**src/rtl/dm_access_ctrl.sv**
```systemverilog
// Data-memory access controller: turns pipeline load/store requests into
// single-word memory transactions, stalls the pipeline while the access is
// outstanding, sizes and extends load data, and flags misalignment/timeouts.
module dm_access_ctrl #(
  parameter int unsigned MAX_WAIT = 15,
  parameter int unsigned ADDR_W   = 32
) (
  input  logic              clk,
  input  logic              rst_n,
  // pipeline side
  input  logic              MemWrite,
  input  logic              MemRead,
  input  logic [1:0]        BeOP,
  input  logic [2:0]        MeOP,
  input  logic [ADDR_W-1:0] addr,
  input  logic [31:0]       wdata,
  output logic              stall,
  output logic [31:0]       rdata_out,
  output logic              rdata_valid,
  output logic              misalign,
  output logic              bus_err,
  // memory side
  output logic              mem_req,
  output logic              mem_we,
  output logic [3:0]        mem_be,
  output logic [29:0]       mem_addr,
  output logic [31:0]       mem_wdata,
  input  logic [31:0]       mem_rdata,
  input  logic              mem_ack
);

  localparam int unsigned CntW = (MAX_WAIT < 2) ? 1 : $clog2(MAX_WAIT);

  typedef enum logic [1:0] {StIdle, StReq, StDone} state_e;

  state_e          state_q;
  logic [CntW-1:0] wait_q;
  logic            we_q;
  logic            load_q;
  logic [2:0]      ld_op_q;
  logic [1:0]      off_q;
  logic [3:0]      mem_be_q;
  logic [29:0]     mem_addr_q;
  logic [31:0]     mem_wdata_q;

  logic        access;
  logic        mis;
  logic [3:0]  be_d;
  logic [31:0] wdata_d;
  logic [31:0] ext_d;

  assign access = MemWrite | MemRead;

  // Alignment check; a store takes priority over a load when both are requested.
  always_comb begin
    mis = 1'b0;
    if (MemWrite) begin
      mis = ((BeOP == 2'b10) && addr[0]) || ((BeOP == 2'b11) && (addr[1:0] != 2'b00));
    end else if (MemRead) begin
      mis = (((MeOP == 3'b011) || (MeOP == 3'b100)) && addr[0]) ||
            ((MeOP == 3'b101) && (addr[1:0] != 2'b00));
    end
  end

  // Byte enables and lane-replicated store data for the request about to launch.
  always_comb begin
    be_d    = 4'b1111;
    wdata_d = wdata;
    if (MemWrite) begin
      case (BeOP)
        2'b01: begin
          be_d    = 4'b0001 << addr[1:0];
          wdata_d = {4{wdata[7:0]}};
        end
        2'b10: begin
          be_d    = addr[1] ? 4'b1100 : 4'b0011;
          wdata_d = {2{wdata[15:0]}};
        end
        2'b11:   be_d = 4'b1111;
        default: be_d = 4'b0000;
      endcase
    end
  end

  // Little-endian extraction and extension of the returned word.
  always_comb begin
    logic [31:0] shifted;
    logic [15:0] half;
    shifted = mem_rdata >> {off_q, 3'b000};
    half    = off_q[1] ? mem_rdata[31:16] : mem_rdata[15:0];
    case (ld_op_q)
      3'b001:  ext_d = {{24{shifted[7]}}, shifted[7:0]};
      3'b010:  ext_d = {24'h0, shifted[7:0]};
      3'b011:  ext_d = {{16{half[15]}}, half};
      3'b100:  ext_d = {16'h0, half};
      default: ext_d = mem_rdata;
    endcase
  end

  // Pipeline handshake: stall/misalign answer the current request in IDLE without waiting a cycle.
  always_comb begin
    stall    = 1'b0;
    misalign = 1'b0;
    case (state_q)
      StIdle: begin
        stall    = rst_n & access & ~mis;
        misalign = rst_n & access & mis;
      end
      StReq:   stall = 1'b1;
      default: stall = 1'b0;
    endcase
  end

  assign mem_req   = (state_q == StReq);
  assign mem_we    = mem_req & we_q;
  assign mem_be    = mem_be_q;
  assign mem_addr  = mem_addr_q;
  assign mem_wdata = mem_wdata_q;

  // Access FSM: latch the request in IDLE, wait for ack or timeout in REQ, report in DONE.
  always_ff @(posedge clk or negedge rst_n) begin
    if (!rst_n) begin
      state_q     <= StIdle;
      wait_q      <= '0;
      we_q        <= 1'b0;
      load_q      <= 1'b0;
      ld_op_q     <= 3'b000;
      off_q       <= 2'b00;
      mem_be_q    <= 4'b0000;
      mem_addr_q  <= '0;
      mem_wdata_q <= '0;
      rdata_out   <= '0;
      rdata_valid <= 1'b0;
      bus_err     <= 1'b0;
    end else begin
      case (state_q)
        StIdle: begin
          if (access && !mis) begin
            state_q     <= StReq;
            wait_q      <= '0;
            we_q        <= MemWrite;
            load_q      <= MemRead & ~MemWrite;
            ld_op_q     <= MeOP;
            off_q       <= addr[1:0];
            mem_be_q    <= be_d;
            mem_addr_q  <= 30'(addr >> 2);
            mem_wdata_q <= wdata_d;
          end
        end
        StReq: begin
          if (mem_ack) begin
            state_q <= StDone;
            bus_err <= 1'b0;
            if (load_q) begin
              rdata_out   <= ext_d;
              rdata_valid <= 1'b1;
            end
          end else if (wait_q == CntW'(MAX_WAIT - 1)) begin
            state_q   <= StDone;
            bus_err   <= 1'b1;
            rdata_out <= '0;
          end else begin
            wait_q <= wait_q + 1'b1;
          end
        end
        default: begin
          state_q     <= StIdle;
          bus_err     <= 1'b0;
          rdata_valid <= 1'b0;
        end
      endcase
    end
  end

endmodule

```
**config.mk**
```make
export PLATFORM = sky130hd
export DESIGN_NAME = dm_access_ctrl
export DESIGN_NICKNAME = d
export VERILOG_FILES = /design/src/rtl/dm_access_ctrl.sv
export SDC_FILE = /design/constraint.sdc
export NUM_CORES = 1
export LEC_CHECK = 0
export BUFFER_PORTS_ARGS = -buffer_cell sky130_fd_sc_hd__buf_2
export CORE_UTILIZATION = 50
export CTS_BUF_LIST = sky130_fd_sc_hd__clkbuf_4
export DETAILED_ROUTE_END_ITERATION = 8
export MAX_ROUTING_LAYER = met4
export PLACE_DENSITY = 0.93
export SLEW_MARGIN = 20
export SYNTH_ARGS = -nofsm -noshare
export SYNTH_HDL_FRONTEND = slang
export SYNTH_SLANG_ARGS = --single-unit
```
**constraint.sdc**
```tcl
create_clock -name clk -period 2.4 [get_ports clk]
set_input_delay 0.36 -clock clk [delete_from_list [all_inputs] [get_ports clk]]
set_output_delay 0.36 -clock clk [all_outputs]
set_load 0.01 [all_outputs]
```
# Yosys cells after proc, flatten, opt, wreduce, memory -nomap -nowiden
# Index checks and enable logic that the tools add are counted.
dict set report op_classes {
  addsub 1
  n_eq_ne 19
  shifts 2
  muxes 28
  n_bitwise 9
  reduce_logical 19
}
# cell count
set op_table {}
lappend op_table {{two-way mux 32 bit} 4}
lappend op_table {{case mux 32 bit (4 select lines)} 1}
lappend op_table {{case mux 32 bit (2 select lines)} 1}
lappend op_table {{>> shifter 32 x 5 -> 8 bit} 1}
lappend op_table {{two-way mux 4 bit} 5}
lappend op_table {{two-way mux 16 bit} 1}
lappend op_table {{case mux 4 bit (3 select lines)} 1}
lappend op_table {{== test 3 x 2 -> 1 bit, second input constant} 3}
lappend op_table {{== test 3 bit, second input constant} 3}
lappend op_table {{case mux 4 bit (2 select lines)} 1}
lappend op_table {{two-way mux 1 bit} 7}
lappend op_table {{two-way mux 2 bit} 3}
lappend op_table {{inequality test 2 x 1 -> 1 bit, second input constant} 3}
lappend op_table {{inequality test 2 bit, second input constant} 3}
lappend op_table {{case mux 1 bit (2 select lines)} 3}
lappend op_table {{AND reduction 2 bit} 3}
lappend op_table {{AND reduction 3 bit} 2}
lappend op_table {{nonzero test 2 bit} 3}
lappend op_table {{bitwise AND 1 bit} 5}
lappend op_table {{logical AND 1 bit} 5}
lappend op_table {{adder 4 x 1 -> 4 bit, second input constant} 1}
lappend op_table {{== test 2 x 1 -> 1 bit, second input constant} 2}
lappend op_table {{== test 2 bit, second input constant} 2}
lappend op_table {{== test 4 bit, second input constant} 1}
lappend op_table {{10 further kinds} 14}
dict set report totals {
  reg_bits 113
  output_inout_bits 104
  word_cells 90
}

# Logic depth before layout (Yosys ltp)
# Gate-level depths: netlist of run 1.
dict set report logic_depth {
  ltp_word 10
  ltp_mapped 9
}

# Least setup slack after synthesis of run 1
# Ideal clock, no wire load.
dict set report synth_timing {
  kind {flip-flop to flip-flop}
  start {reg wait_q[0]}
  end {reg rdata_out[6]}
  setup_ns 0.095
  t_arrival_ns 1.648
  required_ns 2.305
  path_slack_ns 0.656
  path_stages_with_launch 9
  path_buffers 2
  path_cell_list {dfrtp_1 > inv_1 > ha_1 > a31oi_1 > a211o_1 > buf_2 > clkbuf_1 > nand2_1 > o31ai_1}
}
dict set report synth_between {
  elab_chain_cells 3
}
# item line
set synth_rtl {}
lappend synth_rtl {{start: declaration} 37} ;# logic [CntW-1:0] wait_q;
lappend synth_rtl {{start signal: assignment} 163} ;# wait_q <= wait_q + 1'b1;
lappend synth_rtl {{== test 4 bit} 158} ;# end else if (wait_q == CntW'(MAX_WAIT - 1)) begin
lappend synth_rtl {{nonzero test 2 bit (no source line)} -}
lappend synth_rtl {{AND reduction 3 bit (no source line)} -}
lappend synth_rtl {{end signal: assignment} 155} ;# rdata_out <= ext_d;
lappend synth_rtl {{end: declaration} 18} ;# output logic [31:0] rdata_out,
# Every way passes these cells.
# A chain may end at the register's enable or synchronous reset.

# Worst setup path in the final report of run 1
dict set report layout_timing {
  start {reg wait_q[0]}
  end {reg rdata_out[29]}
}
# Same word-level chain as after synthesis.

==> results.tsv, run 1 <==
metric	value	unit
final setup vio count	0	
critical path class	reg -> reg	
TritonCTS clock tree	yes	
EDFF count, synth	0	
CTS Root Cell	clkbuf_4	
Setup crit end kind	flip-flop	
Remaining DRCs	0	
largest net degree at the start of global routing	110	
M3 GR Usage	0.0632	
Tmin final	2160	ps
gp weighted congestion	0.930	
GRT Max-Usage Layer	met2	
async set or reset register ratio after synthesis	1.00	
Critical Path RT	2810	ps
Distinct cells, synth	57	
synth warn	0	
Overflow after GRT	0	
Core Area	10400	um2
Synth Register Bits	113	
row count	37	
Mapped Cells	604	
CP arrival	2570	ps
outcome	finished, final reports clean	
Max clock buf depth	2	
# port buffers	209	
Pre-antenna DRT Iters	5	
number of routed nets with antenna violations	0	
PostCTS Resize Cnt	0	
Hold Fails Final Rpt	0	
leakage power	3.67	nW
antenna violations before repair	1	
nets	928	
Total Wirelength	15900	um
HPWL Detailed	11200	um
TritonCTS buffer count	17	
grt met1 use	0.363	
vias	5430	
Initial Util	0.519	
grt met2 use	0.473	
wire length per cell	16.4	um
Layout area overhead	29.5	%
worst hold path type	in -> reg	
Peak Freq	463	MHz
All-Layer GR Usage	0.295	
H-tree level count	4	
Die Y	106	um
Max VDD drop	0.642	mV
most frequent cells in the layout	buf_2, nand2_1, dfrtp_1, o21ai_0, nor2_1	
period utilization	0.899	
Die ar.	11200	um2
commonest non-fill, non-tap cell in the layout	buf_2	
clock latency at the later pin of the worst-skew pair	510	ps
sequential fraction of the synthesis area	0.523	
worst slew pin tran	766	ps
global-route wire length before repair	25100	um
Slew Viols, Final	0	
Final Skew	23.7	ps
fraction of layout cells with a size suffix above 1	0.318	
Fin Hold WS	37.3	ps
Post-Syn Nets	716	
max-cap violation count	0	
TNS Setup	0	ps
Pwr Density	1260	nW/um2
Worst Path Max Fanout	24	
Filler cells	843	
Avg Cell Area, Syn	8.96	um2
vias in the first global route	5235	
Synth Cell Area	5410	um2
Reg clk slew, reported paths	120	ps
I/O pin cnt	210	
prevailing post-synth register cell	dfrtp_1	
Via density	5.62	
DIE WIDTH	106	um
CTS sink count	113	
RSZ-0062 raised after global routing	no	
critical path startpoint category	flip-flop	
1st-iter DRT viols	362	
slew margin rel.	0.489	
cell type report:
type | count | area, um2 | share of cell area
Clock buffer | 17 | 128 | 0.0182
Multi-Input combinational cell | 440 | 2360 | 0.336
Inverter | 14 | 52.6 | 0.00750
Timing Repair Buffer | 230 | 1260 | 0.180
Sequential cell | 113 | 2830 | 0.403
Clock inverter | 15 | 206 | 0.0295
Tap cell | 136 | 170 | 0.0243
Antenna cell | 1 | 2.50 | 0.000357
metrics by stage:
step                      utilization  instance area (um2)  setup WS (ps)  cells  total power [mW]
after floorplan                     -                 5410            656    604              5.62
after detailed placement        0.633                 6590            305    925              7.17
final                           0.673                 7010            242    966              8.84
after global routing            0.673                 7010            118    966              9.44
after global placement          0.633                 6590            398    925              6.99
after CTS                       0.669                 6970            282    961              8.83
logic make-up after synthesis:
logic type / after synthesis / synth area share
and+or+nand+nor: 266 / 0.205
AOI/OAI and AO/OA: 161 / 0.199
DFF: 113 / 0.523
buffers and inverters: 51 / 0.0428
adders and majority gates: 6 / 0.0139
muxes: 5 / 0.0120
xor gates and xnor gates: 2 / 0.00463
what timing repair did:
action / CTS / global route
endpoints found under the setup margin: 0 / 0
endpoints found under the hold margin: 14 / 4
hold buffers: 4 / 4
setup buffers: 0 / 0
where the power goes:
| part | total (mW) | switching [mW] | internal (mW) |
|---|---|---|---|
| Clock | 1.64 | 0.801 | 0.839 |
| Sequential | 3.35 | 0.602 | 2.75 |
| Combinational | 3.85 | 2.32 | 1.53 |
critical path, stage by stage (launching register included):
cell and delay, ps:
dfrtp_1 430, inv_1 70, ha_1 210, a31oi_1 270
a211o_1 650, buf_4 300, nand2_1 70, o21ai_1 90
metal layers:
layer / wire, um / share of wire / up-vias
met2: 7870 / 0.50 / 327
li1: - / - / 2526
met3: 1400 / 0.088 / 36
met4: 337 / 0.021 / 0
met1: 6270 / 0.40 / 2541
met5: 0 / 0 / -
path summary, 6_finish.rpt:
kind                              from            end  slack [ps]  depth (start not counted)
max                          wait_q[0]  rdata_out[29]         240                          7
min                           addr[18]   mem_addr[16]          40                          3
max reg2reg                  wait_q[0]  rdata_out[29]         240                          7
min reg2reg                mem_addr[9]    mem_addr[9]         480                          2
max in group asynchronous        rst_n       off_q[0]        1390                          3
min in group asynchronous        rst_n      mem_be[3]         250                          2
cell usage after synthesis, drive strengths merged (2+ instances only):
master	number	area, um2
o21ai	70	350
o211ai	10	75.1
mux2	2	22.5
buf	21	118
nor3	2	10.0
nor3b	2	15.0
a221oi	9	78.8
inv	14	52.6
and2	4	25.0
a21oi	14	70.1
nand4b	2	17.5
nand2b	2	12.5
clkbuf	16	61.3
nand4	3	25.0
nand3	10	50.1
a22oi	2	15.0
o31ai	2	15.0
dfrtp	113	2830
and3	3	18.8
and4b	2	23.8
a21boi	6	45.0
o21a	3	22.5
a31oi	4	25.0
a32oi	7	61.3
a221o	14	140
ha	6	75.1
nor2	48	188
nand2	184	691
a21o	3	22.5
mux2i	2	20.0
o22ai	7	43.8
state kept, by name, summed over array words and instances (netlist names):
register and flops:
mem_wdata 32, rdata_out 32, mem_addr 30, mem_be 4, wait_q 4, ld_op_q 3
off_q 2, state_q 2, bus_err 1, load_q 1, rdata_valid 1, we_q 1
(Power assumes the default switching activity.)
==> run 2, diff against run 1 <==
--- a/config.mk
+++ b/config.mk
@@ -11,6 +11,7 @@
 export DETAILED_ROUTE_END_ITERATION = 8
 export MAX_ROUTING_LAYER = met4
 export PLACE_DENSITY = 0.93
+export REMOVE_ABC_BUFFERS = 1
 export SLEW_MARGIN = 20
 export SYNTH_ARGS = -nofsm -noshare
 export SYNTH_HDL_FRONTEND = slang
==> results.tsv, run 2 (synthesis results as in run 1) <==
metric	value	unit
outcome	finished, final reports clean	
crit path cell chain	nand2b_1 -> inv_1 -> and3_1 -> nand4_2 -> o21ai_0	
H-tree level count	4	
Worst Path Max Fanout	16	
Die Y	106	um
TritonCTS buffer count	17	
Via density	5.53	
period utilization	0.837	
Slowest-stage cell, CP	dfrtp_1	
Reg clk slew, reported paths	100	ps
design area	6910	um2
Final Total Pwr	8.62	mW
row count	37	
Layout Utilization	0.663	
worst r2r dst	rdata_out[21]	
Peak Freq	498	MHz
Critical path buffers and inverters	1	
Setup crit end kind	flip-flop	
worst reg2reg setup slack	390	ps
commonest non-fill, non-tap cell in the layout	buf_2	
Die ar.	11200	um2
TritonCTS clock tree	yes	
Initial Util	0.519	
# port buffers	209	
R2R depth	5	
CTS Root Cell	clkbuf_4	
wire length per cell	15.9	um
FF-to-FF Start	state_q[1]	
Fin Hold WS	17.6	ps
largest net degree at the start of global routing	59	
1st-iter DRT viols	383	
Hold Fails Final Rpt	0	
All-Layer GR Usage	0.290	
Largest delay share family, worst path	simple AND/OR/NAND/NOR gates	
Core Area	10400	um2
critical path startpoint category	flip-flop	
nets	925	
global-route wire length before repair	24600	um
fraction of layout cells with a size suffix above 1	0.321	
CTS sink count	113	
vias	5327	
Layout area overhead	27.7	%
antenna violations before repair	1	
Remaining DRCs	0	
Max clock buf depth	2	
delay of the slowest cell on the worst path	440	ps
worst slew pin tran	735	ps
Pre-antenna DRT Iters	5	
Overflow after GRT	0	
placed inst area	6610	um2
gp weighted congestion	0.885	
Max VDD drop	0.677	mV
Filler cells	854	
Final Skew	10.9	ps
Post CTS Setup Buffer Count	0	
Slew Viols, Final	0	
Pwr Density	1250	nW/um2
final setup vio count	0	
Tmin final	2010	ps
HPWL Detailed	11300	um
clock latency at the later pin of the worst-skew pair	490	ps
I/O pin cnt	210	
Critical Path RT	2800	ps
leakage power	3.63	nW
critical path class	reg -> reg	
max-cap violation count	0	
RSZ-0062 raised after global routing	no	
slew margin rel.	0.510	
vias in the first global route	5243	
most frequent cells in the layout	buf_2, nand2_1, dfrtp_1, o21ai_0, nor2_1	
number of routed nets with antenna violations	0	
Total Wirelength	15300	um
Register Area	2830	um2
worst hold path type	in -> async	
CP arrival	2410	ps
Multi-input gate area	2360	um2
DIE WIDTH	106	um
==> run 2: changes by cell type in the layout (fill, tap and decap cells not counted) <==
cell,delta
buf_4,+5
clkinv_2,+2
dlygate4sd3_1,-7
buf_12,-1
inv_6,-3
clkinvlp_4,+1
bufinv_16,-1
clkbuf_4,+2
clkinv_1,+3
clkinv_4,-4
==> run 2: what timing repair did <==
action / in CTS / in global routing
hold endpoints to repair: 0 / 1
hold buffers: 0 / 1
resized for setup: 0 / 0
==> run 2: how the worst max path moves through the flow <==
| stage | startpoint | endpoint | slack (ps) | depth (start not counted) |
|---|---|---|---|---|
| after floorplan | BeOP[0] | mem_wdata[16] | -880 | 7 |
| after detailed placement | addr[0] | mem_wdata[23] | 340 | 7 |
| after global routing | state_q[1] | misalign | 240 | 3 |
| after CTS | state_q[1] | misalign | 370 | 3 |
| after global placement | addr[0] | mem_wdata[23] | 410 | 7 |
| final | state_q[1] | rdata_out[21] | 390 | 5 |
==> run 2: where the power goes <==
group / leakage (nW) / switching (mW) / internal, mW / total [mW]
clock network: 0.152 / 0.700 / 0.728 / 1.43
registers: 1.41 / 0.520 / 2.75 / 3.27
logic: 2.07 / 2.38 / 1.55 / 3.92
==> run 2: final cells by class <==
type | instances | area share
antenna | 1 | 0.000362
tap | 136 | 0.0246
clock inverter | 13 | 0.0208
clock buffer | 19 | 0.0206
timing repair buffer | 227 | 0.175
inverter | 14 | 0.00761
multi-input combinational | 440 | 0.341
sequential | 113 | 0.409
==> run 2: layer usage <==
metal,vias to the layer above,GRT usage,wire length [um]
met1,2472,0.335,5950
met3,57,0.0730,1330
li1,2520,-,-
met2,278,0.471,7340
met5,-,-,0
met4,0,0.146,643
==> run 2: per-stage QoR <==
stage	setup slack, ps	cells	setup TNS [ps]
6_report	392	963	0
5_1_grt	244	963	0
4_1_cts	366	961	0
3_5_place_dp	336	929	0
3_3_place_gp	412	929	0
2_1_floorplan	-880	567	-45490
